[src/rtl/lrr_arbiter_n_if.sv]
// Handshake bundle for lrr_arbiter_n: N_IN ready/valid inputs merged onto one output.
// The master modport is the traffic side; the slave modport is the arbiter.
interface lrr_arbiter_n_if #(
  parameter int N_IN   = 4,
  parameter int DATA_W = 64,
  parameter int CW     = (N_IN > 1) ? $clog2(N_IN) : 1
) ();
  logic [N_IN-1:0]        in_valid;
  logic [N_IN-1:0]        in_ready;
  logic [N_IN*DATA_W-1:0] in_data;
  logic [N_IN-1:0]        in_multibeat;
  logic                   out_valid;
  logic                   out_ready;
  logic [DATA_W-1:0]      out_data;
  logic                   out_multibeat;
  logic [CW-1:0]          out_chosen;
  logic                   out_locked;

  modport master (
    output in_valid, in_data, in_multibeat, out_ready,
    input  in_ready, out_valid, out_data, out_multibeat, out_chosen, out_locked
  );

  modport slave (
    input  in_valid, in_data, in_multibeat, out_ready,
    output in_ready, out_valid, out_data, out_multibeat, out_chosen, out_locked
  );
endinterface

[src/rtl/lrr_arbiter_n.sv]
// Locking round-robin arbiter: a multibeat burst holds the grant for BEATS fires.
// Optional output register slice: define LRR_ARB_OUT_REG_EN.
module lrr_arbiter_n #(
  parameter int N_IN   = 4,
  parameter int DATA_W = 64,
  parameter int BEATS  = 8,
  parameter int CW     = (N_IN > 1) ? $clog2(N_IN) : 1
) (
  input  logic           clk,
  input  logic           reset,
  lrr_arbiter_n_if.slave bus
);
  localparam int              LCW       = $clog2(BEATS) + 1;
  localparam logic [CW-1:0]   LAST_CH   = CW'(N_IN - 1);
  localparam logic [LCW-1:0]  LAST_BEAT = LCW'(BEATS - 1);

  logic [LCW-1:0]    lock_cnt_q, lock_cnt_d;
  logic [CW-1:0]     lock_idx_q, lock_idx_d;
  logic [CW-1:0]     last_grant_q, last_grant_d;
  logic [CW-1:0]     rr_choice, mux_chosen;
  logic [CW-1:0]     hi_idx, lo_idx;
  logic              hi_found, lo_found;
  logic              locked;
  logic              mux_valid, mux_multibeat, mux_ready, mux_fire;
  logic [DATA_W-1:0] mux_data;

  assign locked = (lock_cnt_q != '0);

  // Round robin: first valid above last_grant, else wrap to the lowest valid.
  always_comb begin
    hi_found = 1'b0;
    lo_found = 1'b0;
    hi_idx   = '0;
    lo_idx   = '0;
    for (int i = 0; i < N_IN; i++) begin
      if (bus.in_valid[i] && !lo_found) begin
        lo_found = 1'b1;
        lo_idx   = CW'(i);
      end
      if (bus.in_valid[i] && !hi_found && (CW'(i) > last_grant_q)) begin
        hi_found = 1'b1;
        hi_idx   = CW'(i);
      end
    end
    if (hi_found)      rr_choice = hi_idx;
    else if (lo_found) rr_choice = lo_idx;
    else               rr_choice = LAST_CH;
  end

  assign mux_chosen = locked ? lock_idx_q : rr_choice;

  always_comb begin
    mux_valid     = 1'b0;
    mux_multibeat = 1'b0;
    mux_data      = '0;
    for (int i = 0; i < N_IN; i++) begin
      if (mux_chosen == CW'(i)) begin
        mux_valid     = bus.in_valid[i];
        mux_multibeat = bus.in_multibeat[i];
        mux_data      = bus.in_data[i*DATA_W +: DATA_W];
      end
    end
  end

  always_comb begin
    bus.in_ready = '0;
    for (int i = 0; i < N_IN; i++)
      bus.in_ready[i] = mux_ready && (mux_chosen == CW'(i));
  end

  assign mux_fire = mux_valid && mux_ready;

  // A flag-low fire mid-burst still moves last_grant but not the count.
  always_comb begin
    lock_cnt_d   = lock_cnt_q;
    lock_idx_d   = lock_idx_q;
    last_grant_d = last_grant_q;
    if (mux_fire) begin
      last_grant_d = mux_chosen;
      if (mux_multibeat) begin
        if (lock_cnt_q == '0) begin
          lock_cnt_d = LCW'(1);
          lock_idx_d = mux_chosen;
        end else if (lock_cnt_q == LAST_BEAT) begin
          lock_cnt_d = '0;
        end else begin
          lock_cnt_d = lock_cnt_q + LCW'(1);
        end
      end
    end
  end

  always_ff @(posedge clk) begin
    if (reset) begin
      lock_cnt_q   <= '0;
      lock_idx_q   <= '0;
      last_grant_q <= LAST_CH;
    end else begin
      lock_cnt_q   <= lock_cnt_d;
      lock_idx_q   <= lock_idx_d;
      last_grant_q <= last_grant_d;
    end
  end

  assign bus.out_locked = locked;

`ifdef LRR_ARB_OUT_REG_EN
  logic              slice_vld_q, slice_vld_d;
  logic              slice_mb_q, slice_mb_d;
  logic [CW-1:0]     slice_chosen_q, slice_chosen_d;
  logic [DATA_W-1:0] slice_data_q, slice_data_d;

  // Slice accepts whenever it is empty or draining this cycle.
  assign mux_ready = !slice_vld_q || bus.out_ready;

  always_comb begin
    slice_vld_d    = slice_vld_q;
    slice_mb_d     = slice_mb_q;
    slice_chosen_d = slice_chosen_q;
    slice_data_d   = slice_data_q;
    if (mux_fire) begin
      slice_vld_d    = 1'b1;
      slice_mb_d     = mux_multibeat;
      slice_chosen_d = mux_chosen;
      slice_data_d   = mux_data;
    end else if (bus.out_ready) begin
      slice_vld_d    = 1'b0;
    end
  end

  always_ff @(posedge clk) begin
    if (reset) begin
      slice_vld_q    <= 1'b0;
      slice_mb_q     <= 1'b0;
      slice_chosen_q <= '0;
      slice_data_q   <= '0;
    end else begin
      slice_vld_q    <= slice_vld_d;
      slice_mb_q     <= slice_mb_d;
      slice_chosen_q <= slice_chosen_d;
      slice_data_q   <= slice_data_d;
    end
  end

  assign bus.out_valid     = slice_vld_q;
  assign bus.out_multibeat = slice_mb_q;
  assign bus.out_chosen    = slice_chosen_q;
  assign bus.out_data      = slice_data_q;
`else
  assign mux_ready         = bus.out_ready;
  assign bus.out_valid     = mux_valid;
  assign bus.out_multibeat = mux_multibeat;
  assign bus.out_chosen    = mux_chosen;
  assign bus.out_data      = mux_data;
`endif
endmodule

[src/flat_wrapper.sv]
// flat-port wrapper written by rule: the top's interface ports become plain ports
module lrr_arbiter_n_flat 
#(
  parameter int N_IN   = 4,
  parameter int DATA_W = 64,
  parameter int BEATS  = 8,
  parameter int CW     = (N_IN > 1) ? $clog2(N_IN) : 1
)
  (clk, reset, bus_in_valid, bus_in_data, bus_in_multibeat, bus_out_ready, bus_in_ready, bus_out_valid, bus_out_data, bus_out_multibeat, bus_out_chosen, bus_out_locked);
  lrr_arbiter_n_if #(.N_IN(N_IN), .DATA_W(DATA_W), .CW(CW)) bus_i ();
  input  logic clk;
  input  logic reset;
  input wire logic [$bits(bus_i.in_valid)-1:0] bus_in_valid;
  input wire logic [$bits(bus_i.in_data)-1:0] bus_in_data;
  input wire logic [$bits(bus_i.in_multibeat)-1:0] bus_in_multibeat;
  input wire logic [$bits(bus_i.out_ready)-1:0] bus_out_ready;
  output wire logic [$bits(bus_i.in_ready)-1:0] bus_in_ready;
  output wire logic [$bits(bus_i.out_valid)-1:0] bus_out_valid;
  output wire logic [$bits(bus_i.out_data)-1:0] bus_out_data;
  output wire logic [$bits(bus_i.out_multibeat)-1:0] bus_out_multibeat;
  output wire logic [$bits(bus_i.out_chosen)-1:0] bus_out_chosen;
  output wire logic [$bits(bus_i.out_locked)-1:0] bus_out_locked;
  assign bus_i.in_valid = bus_in_valid;
  assign bus_i.in_data = bus_in_data;
  assign bus_i.in_multibeat = bus_in_multibeat;
  assign bus_i.out_ready = bus_out_ready;
  assign bus_in_ready = bus_i.in_ready;
  assign bus_out_valid = bus_i.out_valid;
  assign bus_out_data = bus_i.out_data;
  assign bus_out_multibeat = bus_i.out_multibeat;
  assign bus_out_chosen = bus_i.out_chosen;
  assign bus_out_locked = bus_i.out_locked;
  lrr_arbiter_n #(.N_IN(N_IN), .DATA_W(DATA_W), .BEATS(BEATS), .CW(CW)) u_core (.clk(clk), .reset(reset), .bus(bus_i));
endmodule
[config.mk]
export PLATFORM = sky130hd
export DESIGN_NAME = lrr_arbiter_n_flat
export DESIGN_NICKNAME = d
export VERILOG_FILES = /design/src/rtl/lrr_arbiter_n_if.sv /design/src/rtl/lrr_arbiter_n.sv /design/src/flat_wrapper.sv
export SDC_FILE = /design/constraint.sdc
export NUM_CORES = 1
export LEC_CHECK = 0
export CAP_MARGIN = 20
export CORE_AREA = 2 2 133 135
export CTS_BUF_LIST = sky130_fd_sc_hd__clkbuf_4
export CTS_CLUSTER_SIZE = 8
export DETAILED_ROUTE_END_ITERATION = 8
export DIE_AREA = 0 0 135 137
export GPL_ROUTABILITY_DRIVEN = 0
export PLACE_DENSITY_LB_ADDON = 0.12
export SLEW_MARGIN = 20
export SYNTH_ARGS = -nofsm -noshare
export SYNTH_HDL_FRONTEND = slang
export SYNTH_SLANG_ARGS = --single-unit
[constraint.sdc]
create_clock -name clk -period 2.3 [get_ports clk]
set_input_delay 0.46 -clock clk [delete_from_list [all_inputs] [get_ports clk]]
set_output_delay 0.46 -clock clk [all_outputs]
set_load 0.02 [all_outputs]
Word-level counts from Yosys, hierarchy flattened
Cells that the tools add are included.

Eq/ne operators: 4. Multiplexer cells: 31. Magnitude comparators: 4. $add $sub $neg: 1. Reduce and logical (&&, ||, !) cells: 26.

Operator list (number): $mux W64 (4); $mux W1 (18); $logic_and A1 B1 Y1 (15); $mux W2 (7); $mux W4 (2); $logic_not A1 Y1 (6); $add A4 B1 Y4 const B (1); $eq A2 B2 Y1 const B (2); $eq A4 B3 Y1 const B (1); $gt A1 B2 Y1 const A (2); $gt A2 B2 Y1 const A (2); $logic_not A4 Y1 (1); $reduce_bool A4 Y1 (1); $reduce_and A3 Y1 (1); $eq A2 B1 Y1 const B (1); $logic_not A2 Y1 (1); $reduce_and A2 Y1 (1).

Logic and storage cells: 69. Register bits: 8. Output and inout port bits: 73. Bits of input ports: 267.

Longest topological paths before layout
Depth after elaboration: 24. Gate-level depth with buffers: 12. Depth with buffers taken out: 10.

Least setup slack after synthesis
OpenSTA, ideal clock, no wires.

Path type: reg2out. From: reg u_core.lock_cnt_q[0]. To: out bus_out_data[55]. Buffers on the path: 3. Data required time: 1840 ps. Cell stages (with the launch flop): 13. Setup slack: -636 ps. Arrival: 2476 ps. Path through: dfxtp_1 > inv_1 > ha_1 > nor3b_4 > inv_1 > nand2b_1 > o21ai_2 > inv_2 > buf_2 > buf_2 > buf_2 > nand2_1 > a31oi_1.

Word-level cells in the longest chain between the ends: 7. Elaborated cells on any way between the ends: 10. Classes of those cells: eq/ne (3); mux (5); reduce/logical (2).

Ends and longest elaborated chain: start, declared (RTL line lrr_arbiter_n.sv:17) `logic [LCW-1:0] lock_cnt_q, lock_cnt_d;`; start signal, assigned (RTL line lrr_arbiter_n.sv:99) `lock_cnt_q <= lock_cnt_d;`; $reduce_bool A4 Y1 (*) (RTL line lrr_arbiter_n.sv:27) `assign locked = (lock_cnt_q != '0);`; net bus_out_locked (RTL line flat_wrapper.sv:22) `output wire logic [$bits(bus_i.out_locked)-1:0] bus_out_locked;`; $mux W2 (*) (RTL line lrr_arbiter_n.sv:50) `assign mux_chosen = locked ? lock_idx_q : rr_choice;`; net bus_out_chosen[1] (RTL line flat_wrapper.sv:21) `output wire logic [$bits(bus_i.out_chosen)-1:0] bus_out_chosen;`; $logic_not A2 Y1 (RTL line lrr_arbiter_n.sv:57) `if (mux_chosen == CW'(i)) begin`; $mux W64 (3 in series) (RTL line lrr_arbiter_n.sv:57); $mux W64 (*) (RTL line lrr_arbiter_n.sv:57); end, declared (RTL line flat_wrapper.sv:19) `output wire logic [$bits(bus_i.out_data)-1:0] bus_out_data;`.

The timed path passes the listed nets; every way through them passes the cells marked *.

Final worst setup path
From: reg u_core.lock_cnt_q[0]. To: out bus_out_data[37].

Word-level cells in the longest chain between the ends: 7. Elaborated cells on any way between the ends: 10. Classes of those cells: eq/ne (3); mux (5); reduce/logical (2).

Ends and longest elaborated chain (RTL line): $reduce_bool A4 Y1 (*) (lrr_arbiter_n.sv:27); $mux W2 (*) (lrr_arbiter_n.sv:50); $logic_not A2 Y1 (lrr_arbiter_n.sv:57); $mux W64 (3 in series) (lrr_arbiter_n.sv:57); $mux W64 (*) (lrr_arbiter_n.sv:57).

Mark *: on every way between the ends. The rest lies on a longest branch, timed or not.

==> metrics.cfg <==
[logic_synthesis]
syn_nets = 793
synthCells = 524
synth-main-ff-cell = dfxtp_1
synth_edf_count = 0
yosysSeqAreaShare = 0.05987
yosys-top-cells-area = nand2_1 37%, a31oi_1 15%, and3_1 15%, dfxtp_1 6.0%, buf_2 3.4%
syn_area_um2 = 2675
synthArstFlopShare = 0
synth_warnings = 0
syn_avg_cell_area_um2 = 5.105
synth_top_area_cell = nand2_1
synth.top_cell.area_share = 0.3732
synth-seq-cells = 8
ys_types = 35

[grt]
grt_pass1_vias = 5499
grt_max_degree = 33
grt_first_pass_wirelength_um = 30250
grt_overflow = 0
antenna_found_initial = 0
grtUsageTotal = 0.2091

[floorplanning]
die_h_um = 137
pin_count = 340
coreArea_um2 = 17060
dieArea_um2 = 18500
start_util = 0.1568
num_rows = 48
die_w_um = 135

[worst_hold_path]
hold_depth = 2
min_path_type = reg -> reg
min_from = u_core.lock_idx_q[1]
min_to = u_core.lock_idx_q[1]

[critical_path]
timing.rr.end = u_core.lock_cnt_q[2]
rrSetupSlack_ns = -0.38
end_kind = output port
start_kind = register
worstPathRequired_ns = 1.84
crit_fanout = 7
reg2reg_depth = 14
r2r-start = u_core.lock_cnt_q[0]
path_class = reg -> out
arrival_ns = 2.55

[sta]
worst_slew_pin_slew_ns = 0.5251
grt_setup_unrepaired = true
slew_viol_final = 0
hold_violations = 0
fmax_ghz = 0.3320
period_share = 1.310
finalSetupViolCount = 80
slew_headroom = 0.6488
worst_slack_ns = -0.7120
min_period_ns = 3.012
finClkSkew_ns = 0.003884
hold_slack_ns = 0.4904

[detailed_routing]
via_per_inst = 4.742
drtPass1Iterations = 4
drc = 0
vias = 5472
wl_per_cell_um = 19.16
drt_iter0_drc = 169
postRouteAntennaNets = 0
wl_um = 22120

[power_and_ir_drop]
power_leakage_nw = 3.788
power_density_nw_per_um2 = 2309
peakVddDrop_v = 0.0009547

[clock_network]
htreeDepth = 1
tritoncts = done
clkSinkCount = 8
path_clk_slew_ns = 0.06
cts_max_path_buffers = 2
cts_buffers = 3
worstSkewPairLatency_ns = 0.26
cts-root-buf = clkbuf_4

[final_layout]
final_cell_mix = 263 x clkdlybuf4s50_1, 194 x nand2_1, 70 x buf_4, 62 x buf_6, 55 x and3_4
final_nets = 1200
diodes = 0
drive_above_1_share = 0.4381
syn_to_final_growth_pct = 247.7
final_common_cell = clkdlybuf4s50_1

[placed_design]
hpwl_um = 14670
place_ws_ns = -1.218
port_buffers = 339

[outcome]
failed_checks = setup timing
status = complete, but fails checks

[job]
drv_cap = 0

[synthesized netlist by cell type (2+ instances only)]
library cell	instances
ha_1	2
nand4_1	2
nand3_1	6
nand2_1	266
nor2b_1	2
buf_1	6
nor3_1	2
o21bai_1	2
o221ai_1	2
nor2_1	9
and3_1	66
o21ai_0	3
clkbuf_1	21
mux2i_1	6
buf_2	18
mux2_1	2
dfxtp_1	8
o22ai_1	2
nand2b_1	7
a31oi_1	66
inv_1	7
a21oi_1	6
[state kept, by name (all words and copies together), names as in the netlist]
signal / flops
u_core.lock_cnt_q: 4
u_core.lock_idx_q: 2
u_core.last_grant_q: 2
[per-stage QoR]
step	setup TNS [ns]	power (mW)	util	cell area, µm²	instances
finish	-46.99	21.47	0.5453	9300	1154
global placement	-83.99	14.80	0.4375	7462	1100
detailed placement	-86.15	14.91	0.4375	7462	1100
floorplan	-14.38	9.029	-	3496	524
global route	-55.39	22.55	0.5453	9300	1154
CTS	-43.39	17.85	0.4805	8195	1134
[layout make-up]
| class | count | area, µm² |
|---|---|---|
| fillers | 1551 | 7756 |
| repair inverters | 2 | 27.53 |
| multi-input cells | 463 | 3821 |
| repair buffers | 445 | 4926 |
| clock buffers | 3 | 22.52 |
| well taps | 225 | 281.5 |
| inverters | 8 | 58.81 |
| flip-flops and latches | 8 | 162.7 |
[power breakdown]
part | internal (mW) | switching [mW]
Clock | 0.0604 | 0.0593
Combinational | 10.9 | 10.3
Sequential | 0.176 | 0.0276
Total | 11.1 | 10.4
[worst max-delay path by stage]
stage	from	end	depth (start not counted)
2_1_floorplan	u_core.lock_cnt_q[0]	bus_out_data[0]	9
3_3_place_gp	bus_in_valid[1]	bus_out_data[35]	9
3_5_place_dp	bus_in_valid[3]	bus_out_data[37]	10
4_1_cts	u_core.lock_cnt_q[1]	bus_out_data[18]	12
5_1_grt	u_core.lock_cnt_q[0]	bus_out_data[62]	13
6_report	u_core.lock_cnt_q[0]	bus_out_data[37]	13
[metal layers]
layer	vias to the layer above	GRT usage	routed length, µm
met5	-	0	0
met4	0	0.04225	456
met3	36	0.03481	1422
met2	214	0.3996	11640
met1	2596	0.2444	8596
li1	2626	-	-
[worst max-delay path, stage by stage, from the launching register on]
cell      delay [ns]
dfxtp_2         0.32
inv_2           0.06
ha_4            0.13
nor3b_4         0.22
buf_6           0.14
o221ai_4        0.10
o21ai_4         0.27
buf_12          0.22
buf_8           0.14
buf_16          0.15
nand2_2         0.05
and3_4          0.17
a31oi_4         0.18
buf_6           0.14
[cells by family (layout without fill, tap and decap cells)]
kind of cell	count (synthesis)	count (layout)	share of synthesized area
multiplexers	9	9	0.03508
AO/OA/AOI/OAI	89	89	0.2194
AND/OR/NAND/NOR	363	363	0.5935
buffers and inverters	53	458	0.08279
flip-flops	8	8	0.05987
adder cells (fa/ha/maj)	2	2	0.009353
[repair_timing]
item,CTS,global route
setup endpoints to repair,81,80
pin swaps,23,54
setup buffers,18,15
hold buffers,0,0
gates cloned,13,10
resized for setup,417,227
Power figures use the tool's default switching activity.
